==> config.mk <==
export PLATFORM = sky130hd
export DESIGN_NAME = inst_fetch_unit
export DESIGN_NICKNAME = d
export VERILOG_FILES = /design/src/rtl/inst_fetch_unit.sv
export SDC_FILE = /design/constraint.sdc
export NUM_CORES = 1
export LEC_CHECK = 0
export CAP_MARGIN = 20
export CORE_MARGIN = 4
export CORE_UTILIZATION = 25
export DETAILED_ROUTE_END_ITERATION = 8
export PLACE_DENSITY = 0.56
export SLEW_MARGIN = 20
export SYNTH_ARGS = -nofsm -noshare
export SYNTH_HDL_FRONTEND = slang
export SYNTH_SLANG_ARGS = --single-unit
==> constraint.sdc <==
create_clock -name clk -period 11.7 [get_ports clk]
set_input_delay 2.925 -clock clk [delete_from_list [all_inputs] [get_ports clk]]
set_output_delay 2.925 -clock clk [all_outputs]
set_load 0.01 [all_outputs]
==> src/rtl/inst_fetch_unit.sv <==
// rtl/inst_fetch_unit.sv - instruction fetch stage: PC, imem req/ack fetch, instruction FIFO, redirect squash
module inst_fetch_unit #(
  parameter logic [31:0] RESET_PC   = 32'h0000_0000,
  parameter int          FIFO_DEPTH = 2,
  parameter logic [31:0] NOP_INST   = 32'hFC00_0000
) (
  input  logic        clk,
  input  logic        rst_n,
  output logic        imem_req,
  output logic [31:0] imem_addr,
  input  logic        imem_ack,
  input  logic [31:0] imem_rdata,
  input  logic        redirect,
  input  logic [31:0] redirect_pc,
  output logic        id_valid,
  input  logic        id_ready,
  output logic [31:0] id_ir,
  output logic [31:0] id_pc
);

  localparam int PTR_W = (FIFO_DEPTH > 1) ? $clog2(FIFO_DEPTH) : 1;
  localparam int CNT_W = PTR_W + 1;

  typedef enum logic [1:0] {IDLE, BUSY, SQUASH} state_t;

  state_t             state, state_nxt;
  logic [31:0]        pc, pc_nxt, addr_nxt;
  logic [31:0]        redirect_tgt;
  logic [31:0]        fifo_pc [FIFO_DEPTH];
  logic [31:0]        fifo_ir [FIFO_DEPTH];
  logic [PTR_W-1:0]   rd_ptr, wr_ptr;
  logic [CNT_W-1:0]   count, count_post;
  logic               push, pop;

  // Redirect target is always word aligned; the low address bits are dropped.
  assign redirect_tgt = redirect_pc & 32'hFFFF_FFFC;

  // A redirect kills both the returning word and any same-cycle pop.
  assign push       = (state == BUSY) && imem_ack && !redirect;
  assign pop        = id_valid && id_ready && !redirect;
  assign count_post = count + CNT_W'(push) - CNT_W'(pop);

  assign imem_req = (state != IDLE);
  assign id_valid = (count != '0);
  assign id_ir    = id_valid ? fifo_ir[rd_ptr] : NOP_INST;
  assign id_pc    = id_valid ? fifo_pc[rd_ptr] : 32'h0;

  // Next state, next pc and next request address; redirect overrides the normal flow.
  always_comb begin
    state_nxt = state;
    pc_nxt    = pc;
    addr_nxt  = imem_addr;
    case (state)
      IDLE: begin
        if (count < CNT_W'(FIFO_DEPTH)) begin
          state_nxt = BUSY;
          addr_nxt  = pc;
        end
      end
      BUSY: begin
        if (imem_ack) begin
          pc_nxt = imem_addr + 32'd4;
          if (count_post < CNT_W'(FIFO_DEPTH)) begin
            addr_nxt = imem_addr + 32'd4;
          end else begin
            state_nxt = IDLE;
          end
        end
      end
      SQUASH: begin
        if (imem_ack) begin
          state_nxt = BUSY;
          addr_nxt  = pc;
        end
      end
      default: state_nxt = IDLE;
    endcase
    if (redirect) begin
      pc_nxt = redirect_tgt;
      if (state == IDLE || imem_ack) begin
        state_nxt = BUSY;
        addr_nxt  = redirect_tgt;
      end else begin
        state_nxt = SQUASH;
        addr_nxt  = imem_addr;
      end
    end
  end

  // FSM state, program counter and the outstanding request address.
  always_ff @(posedge clk or negedge rst_n) begin
    if (!rst_n) begin
      state     <= IDLE;
      pc        <= RESET_PC;
      imem_addr <= RESET_PC;
    end else begin
      state     <= state_nxt;
      pc        <= pc_nxt;
      imem_addr <= addr_nxt;
    end
  end

  // FIFO pointers and occupancy; a redirect empties the buffer.
  always_ff @(posedge clk or negedge rst_n) begin
    if (!rst_n) begin
      rd_ptr <= '0;
      wr_ptr <= '0;
      count  <= '0;
    end else if (redirect) begin
      rd_ptr <= '0;
      wr_ptr <= '0;
      count  <= '0;
    end else begin
      if (push) wr_ptr <= wr_ptr + PTR_W'(1);
      if (pop)  rd_ptr <= rd_ptr + PTR_W'(1);
      count <= count_post;
    end
  end

  // FIFO storage: returned word tagged with the address it was fetched from.
  always_ff @(posedge clk) begin
    if (push) begin
      fifo_pc[wr_ptr] <= imem_addr;
      fifo_ir[wr_ptr] <= imem_rdata;
    end
  end

endmodule

==> impl_metrics.json, run 1 <==
{
  "via_count": 6488,
  "syn_area_um2": 9000,
  "cts_sinks": 198,
  "drive_gt1_frac": 0.0657,
  "dp.final_hpwl_mm": 16.0,
  "io_pins": 167,
  "grt_first_pass_wirelength_mm": 38.1,
  "setup.worst_path.start_class": "primary input",
  "synthCells": 758,
  "finalCriticalPeriod_ns": 6.50,
  "drt_iter0_markers": 546,
  "cts_root_buf": "clkbuf_16",
  "fin_util": 0.328,
  "yosysSeqAreaShare": 0.621,
  "final_max_slew_viol_count": 0,
  "rrSetupSlack_ns": 6.87,
  "rr_startpoint": "state[0]",
  "synth-edff-count": 128,
  "ys_ff_latch": 198,
  "hp-class": "reg2reg",
  "critPathKind": "in2reg",
  "crit_required_ns": 12.05,
  "grtUsageTotal": 0.126,
  "cap_violations": 0,
  "gp_congestion": 0.729,
  "htree_levels": 4,
  "drc_errors": 0,
  "firstDrtPassIters": 7,
  "holdWs_ns": 0.509,
  "die-area_um2": 39100,
  "worst_clock_skew_ns": 0.0182,
  "peakVddDrop_uv": 78.6,
  "power.leakage_nw": 4.00,
  "ctsHoldBuffers": 0,
  "grt_overflow": 0,
  "clk_pin_slew_ns": 0.08,
  "power_density_nw_per_um2": 174,
  "synth_ff_type": "edfxtp_1",
  "final_cell_mix": "clkdlybuf4s50_1, edfxtp_1, nor2_1",
  "crit_path_start": "redirect",
  "syn_nets": 830,
  "syn2layout_area_growth_pct": 29.6,
  "grt_pass1_vias": 6496,
  "max_freq_mhz": 154,
  "drtAntennaViolNets": 0,
  "cp_common_cell": "ha_1",
  "crit_chain": "buf_2, nor2_1, nand2_1, ha_1, inv_1, ha_1, xor2_1, nor4b_1, or3_1, buf_4, a21oi_1, o22ai_1",
  "finalHoldViolCount": 0,
  "cts_tree": "yes",
  "slew_headroom": 0.313,
  "period_share": 0.556,
  "synthDistinctLibCells": 57,
  "die_w_um": 198,
  "reg2reg_depth": 12,
  "critPathCapture": "imem_addr[16]",
  "critPathMaxStageDelay_ns": 0.75,
  "power_mw": 2.03,
  "grt_max_degree": 81,
  "start_util": 0.253,
  "path_max_fanout": 38,
  "cts_made_buffers": 17,
  "drt-total-wl_mm": 24.9,
  "critPathCaptureType": "flip-flop",
  "fin_cells": 1376,
  "grt_setup_unrepaired": "no",
  "via_per_inst": 4.72,
  "setup_violations": 0,
  "cts_setup_buffers": 0,
  "antenna_found_initial": 3,
  "wl_per_cell_um": 18.1,
  "rows": 69,
  "cts_resized": 0,
  "layout_commonest_cell": "clkdlybuf4s50_1",
  "die_h_um": 198,
  "worstMarginPinSlew_ns": 1.03,
  "slowest_stage": "nand2_1",
  "yosysWarningCount": 0,
  "synth.avg_cell_area_um2": 11.9,
  "r2r-end": "imem_addr[16]",
  "cts_buffer_depth": 2,
  "outcome": "finished clean",
  "fin_setup_tns_ns": 0,
  "place.port_buffers": 164,
  "fin_nets": 972,
  "core_area_um2": 35600,
  "async_reset_ff_frac": 0.354,
  "crit_arrival_ns": 6.85,
  "fill_cells": 3564,
  "dp_cells": 1342,
  "insertion_delay_ns": 0.44
}
-- worst max-delay path, delay by kind of cell --
kind                     cells  cell delay, ns
adder cells (fa/ha/maj)      2            0.70
AO/OA/AOI/OAI                2            0.27
XOR/XNOR                     1            0.35
AND/OR/NAND/NOR              4            2.04
buffers and inverters        3            0.52
-- worst min path at each step --
stage          cells past startpoint           end  slack (ns)    from
2_1_floorplan                      2  imem_addr[0]        0.47   pc[0]
3_3_place_gp                       2  imem_addr[1]        0.48   pc[1]
3_5_place_dp                       2  imem_addr[1]        0.49   pc[1]
4_1_cts                            2        pc[29]        0.51  pc[29]
5_1_grt                            2        pc[29]        0.52  pc[29]
6_report                           2        pc[29]        0.51  pc[29]
-- logic make-up (layout without fill, tap and decap cells) --
| family | count (synthesis) | after routing | synth area share |
|---|---|---|---|
| xor+xnor | 29 | 29 | 0.0282 |
| compound gates | 166 | 166 | 0.118 |
| buf+inv | 65 | 220 | 0.0293 |
| simple gates | 226 | 226 | 0.120 |
| other cells | 0 | 2 | 0 |
| fa+ha+maj | 3 | 3 | 0.00417 |
| flops | 198 | 198 | 0.621 |
| mux | 71 | 71 | 0.0791 |
-- report_power, final --
group          internal [mW]  switching [mW]  leakage [nW]  total (mW)
sequential             0.843           0.118          2.03       0.961
clock                  0.278           0.283         0.265       0.561
combinational          0.250           0.260          1.71       0.510
total                   1.37           0.662          4.00        2.03
-- flip-flops by register name, indices dropped and copies added (netlist names) --
register,flops
fifo_ir,64
state,2
fifo_pc,64
imem_addr,32
count,2
rd_ptr,1
pc,32
wr_ptr,1
-- routing by layer --
| metal | vias up | wire [um] | share of wire | GRT usage |
|---|---|---|---|---|
| met5 | - | 20 | 0.00080 | 0 |
| met4 | 2 | 498 | 0.020 | 0.0441 |
| met3 | 27 | 1150 | 0.046 | 0.0281 |
| met2 | 148 | 12100 | 0.49 | 0.204 |
| met1 | 3222 | 11100 | 0.44 | 0.166 |
| li1 | 3089 | - | - | - |
-- layout make-up --
type | count | area [um^2] | area share
flip-flops and latches | 198 | 5600 | 0.480
multi-input cells | 495 | 3180 | 0.272
repair buffers | 175 | 1710 | 0.147
well taps | 461 | 577 | 0.0494
clock buffers | 17 | 425 | 0.0365
clock inverters | 15 | 123 | 0.0105
inverters | 13 | 48.8 | 0.00418
diodes | 2 | 5.00 | 0.000429
-- synthesized netlist by cell type (2+ instances only) --
cell	n	share of area
a21oi_1	30	0.017
a221oi_1	3	0.0029
a222oi_1	5	0.0056
a22o_1	6	0.0058
a22oi_1	16	0.013
a31oi_1	7	0.0049
and2_1	2	0.0014
and3_1	10	0.0069
buf_1	5	0.0021
buf_2	4	0.0022
buf_6	2	0.0025
clkbuf_1	41	0.017
dfrtp_1	70	0.19
edfxtp_1	128	0.43
ha_1	3	0.0042
inv_1	12	0.0050
mux2i_1	70	0.078
nand2_1	55	0.023
nand3_1	16	0.0089
nand4_1	8	0.0056
nor2_1	100	0.042
nor2b_1	2	0.0014
nor3_1	11	0.0061
nor4_1	7	0.0049
nor4_4	4	0.0094
o211ai_1	5	0.0042
o21ai_0	55	0.031
o21ai_1	3	0.0017
o22ai_1	5	0.0035
o2bb2ai_1	7	0.0068
o311a_1	2	0.0022
o31a_1	7	0.0068
o31ai_1	5	0.0042
o41ai_1	2	0.0019
xnor2_1	18	0.018
xor2_1	11	0.011
-- through the flow --
stage	area, um^2	setup WS [ns]
2_1_floorplan	9000	4.68
3_3_place_gp	11100	4.69
3_5_place_dp	11100	4.68
4_1_cts	11700	5.14
5_1_grt	11700	4.82
6_report	11700	5.20
Note: power is estimated with default switching activity, not from simulation.
==> run 2, diff against run 1 <==
Clock period 11.7 ns to 6.62 ns, I/O delays scaled along.
==> impl_metrics.json, run 2 (synthesized netlist as in run 1, its figures left out) <==
{
  "outcome": "finished clean",
  "finalCriticalPeriod_ns": 4.50,
  "syn2layout_area_growth_pct": 30.7,
  "die_w_um": 198,
  "reg2reg_depth": 14,
  "setup.worst_path.start_class": "flip-flop",
  "die_h_um": 198,
  "rr_startpoint": "count[1]",
  "final_max_slew_viol_count": 0,
  "r2r-end": "imem_addr[14]",
  "drtAntennaViolNets": 0,
  "critPathKind": "reg2out",
  "power_density_nw_per_um2": 316,
  "max_freq_mhz": 222,
  "drt-total-wl_mm": 25.4,
  "slew_headroom": 0.310,
  "drc_errors": 0,
  "path_max_fanout": 59,
  "rows": 69,
  "rrSetupSlack_ns": 2.36,
  "power_switching_mw": 1.17,
  "grt_pass1_vias": 6477,
  "final_cell_mix": "clkdlybuf4s50_1, edfxtp_1, nor2_1",
  "fin_nets": 975,
  "ctsHoldBuffers": 0,
  "peakVddDrop_uv": 124,
  "period_share": 0.680,
  "grt_first_pass_wirelength_mm": 38.6,
  "pwr-share-seq": 0.460,
  "grt_max_degree": 79,
  "drt_iter0_markers": 426,
  "via_count": 6550,
  "place.port_buffers": 164,
  "wl_per_cell_um": 18.4,
  "crit_required_ns": 4.97,
  "fin_setup_tns_ns": 0,
  "hp-class": "reg2reg",
  "finalHoldViolCount": 0,
  "p_clk_frac": 0.298,
  "via_per_inst": 4.76,
  "cts_tree": "yes",
  "insertion_delay_ns": 0.44,
  "gp_congestion": 0.751,
  "cts_root_buf": "clkbuf_16",
  "cts_sinks": 198,
  "layout_commonest_cell": "clkdlybuf4s50_1",
  "grt_overflow": 0,
  "drive_gt1_frac": 0.0721,
  "diodes": 0,
  "min_from": "pc[11]",
  "setup_violations": 0,
  "cts_buffer_depth": 2,
  "grtUsageTotal": 0.128,
  "crit_path_start": "count[1]",
  "worst_clock_skew_ns": 0.0123,
  "largestRegisters": "fifo_ir x64, fifo_pc x64",
  "core_area_um2": 35600,
  "die-area_um2": 39100,
  "clk_pin_slew_ns": 0.08,
  "hold_end": "pc[11]",
  "firstDrtPassIters": 6,
  "cts_setup_buffers": 0,
  "stdcell_area_um2": 11800,
  "cts_resized": 0,
  "combPwrFrac": 0.242,
  "internal_power_mw": 2.55,
  "whs_path_depth": 2,
  "start_util": 0.253,
  "critPathCaptureType": "primary output",
  "switching_share": 0.314,
  "antenna_found_initial": 2,
  "cts_made_buffers": 17,
  "place_area_um2": 11100,
  "power.leakage_nw": 4.06,
  "cap_violations": 0,
  "crit_arrival_ns": 2.85,
  "dp.final_hpwl_mm": 16.2,
  "grt_setup_unrepaired": "no",
  "holdWs_ns": 0.501,
  "worstMarginPinSlew_ns": 1.04,
  "htree_levels": 4,
  "io_pins": 167
}
[run 2: cell count changes in the layout (fill, tap and decap cells not counted), sizes merged]
| cell | previous run | this run |
|---|---|---|
| buf | 13 | 16 |
| clkbuf | 17 | 18 |
| diode | 2 | 0 |
| bufinv | 0 | 3 |
| clkinv | 9 | 6 |
| clkinvlp | 2 | 1 |
[run 2: layer usage]
metal / global-route usage / share of wire
met1: 0.163 / 0.43
met2: 0.218 / 0.50
met3: 0.0254 / 0.049
met4: 0.0426 / 0.018
met5: 0 / 0.00098
[run 2: area by class of cell]
class / count / area [um^2]
Timing Repair Buffer: 178 / 1740
Multi-Input combinational cell: 495 / 3180
Tap cell: 461 / 577
Sequential cell: 198 / 5600
Fill cell: 3586 / 23800
Clock inverter: 14 / 186
Inverter: 13 / 48.8
Clock buffer: 18 / 439
[run 2: worst max-delay path by stage]
stage	slack [ns]	cells past startpoint	to
6_report	2.12	5	id_ir[29]
5_1_grt	1.84	5	id_ir[29]
4_1_cts	1.98	5	id_ir[29]
3_5_place_dp	1.80	12	imem_addr[14]
3_3_place_gp	1.86	12	imem_addr[20]
2_1_floorplan	0.87	5	fifo_ir[0][0]
[run 2: power groups by stage]
| stage | clock, mW | sequential, mW | combinational (mW) |
|---|---|---|---|
| 6_report | 1.11 | 1.71 | 0.898 |
| 5_1_grt | 1.20 | 1.74 | 0.984 |
| 2_1_floorplan | 0 | 1.66 | 0.491 |
| 4_1_cts | 1.15 | 1.72 | 0.915 |
| 3_3_place_gp | 0 | 1.73 | 0.900 |
| 3_5_place_dp | 0 | 1.74 | 0.912 |
[run 2: per-stage QoR]
| stage | cells | utilization | worst slack (ns) | total power [mW] |
|---|---|---|---|---|
| finish | 1377 | 0.331 | 2.12 | 3.72 |
| detailed placement | 1345 | 0.313 | 1.80 | 2.65 |
| global placement | 1345 | 0.313 | 1.86 | 2.63 |
| floorplan | 758 | - | 0.873 | 2.15 |
| CTS | 1377 | 0.331 | 1.98 | 3.78 |
| global route | 1377 | 0.331 | 1.84 | 3.92 |
[run 2: critical path: stages, from the launching register on]
cell and delay (ns):
dfrtp_1 0.47, nor2_4 0.12, buf_4 0.59, clkinv_1 0.47
nand2_1 0.17, clkdlybuf4s50_1 0.55
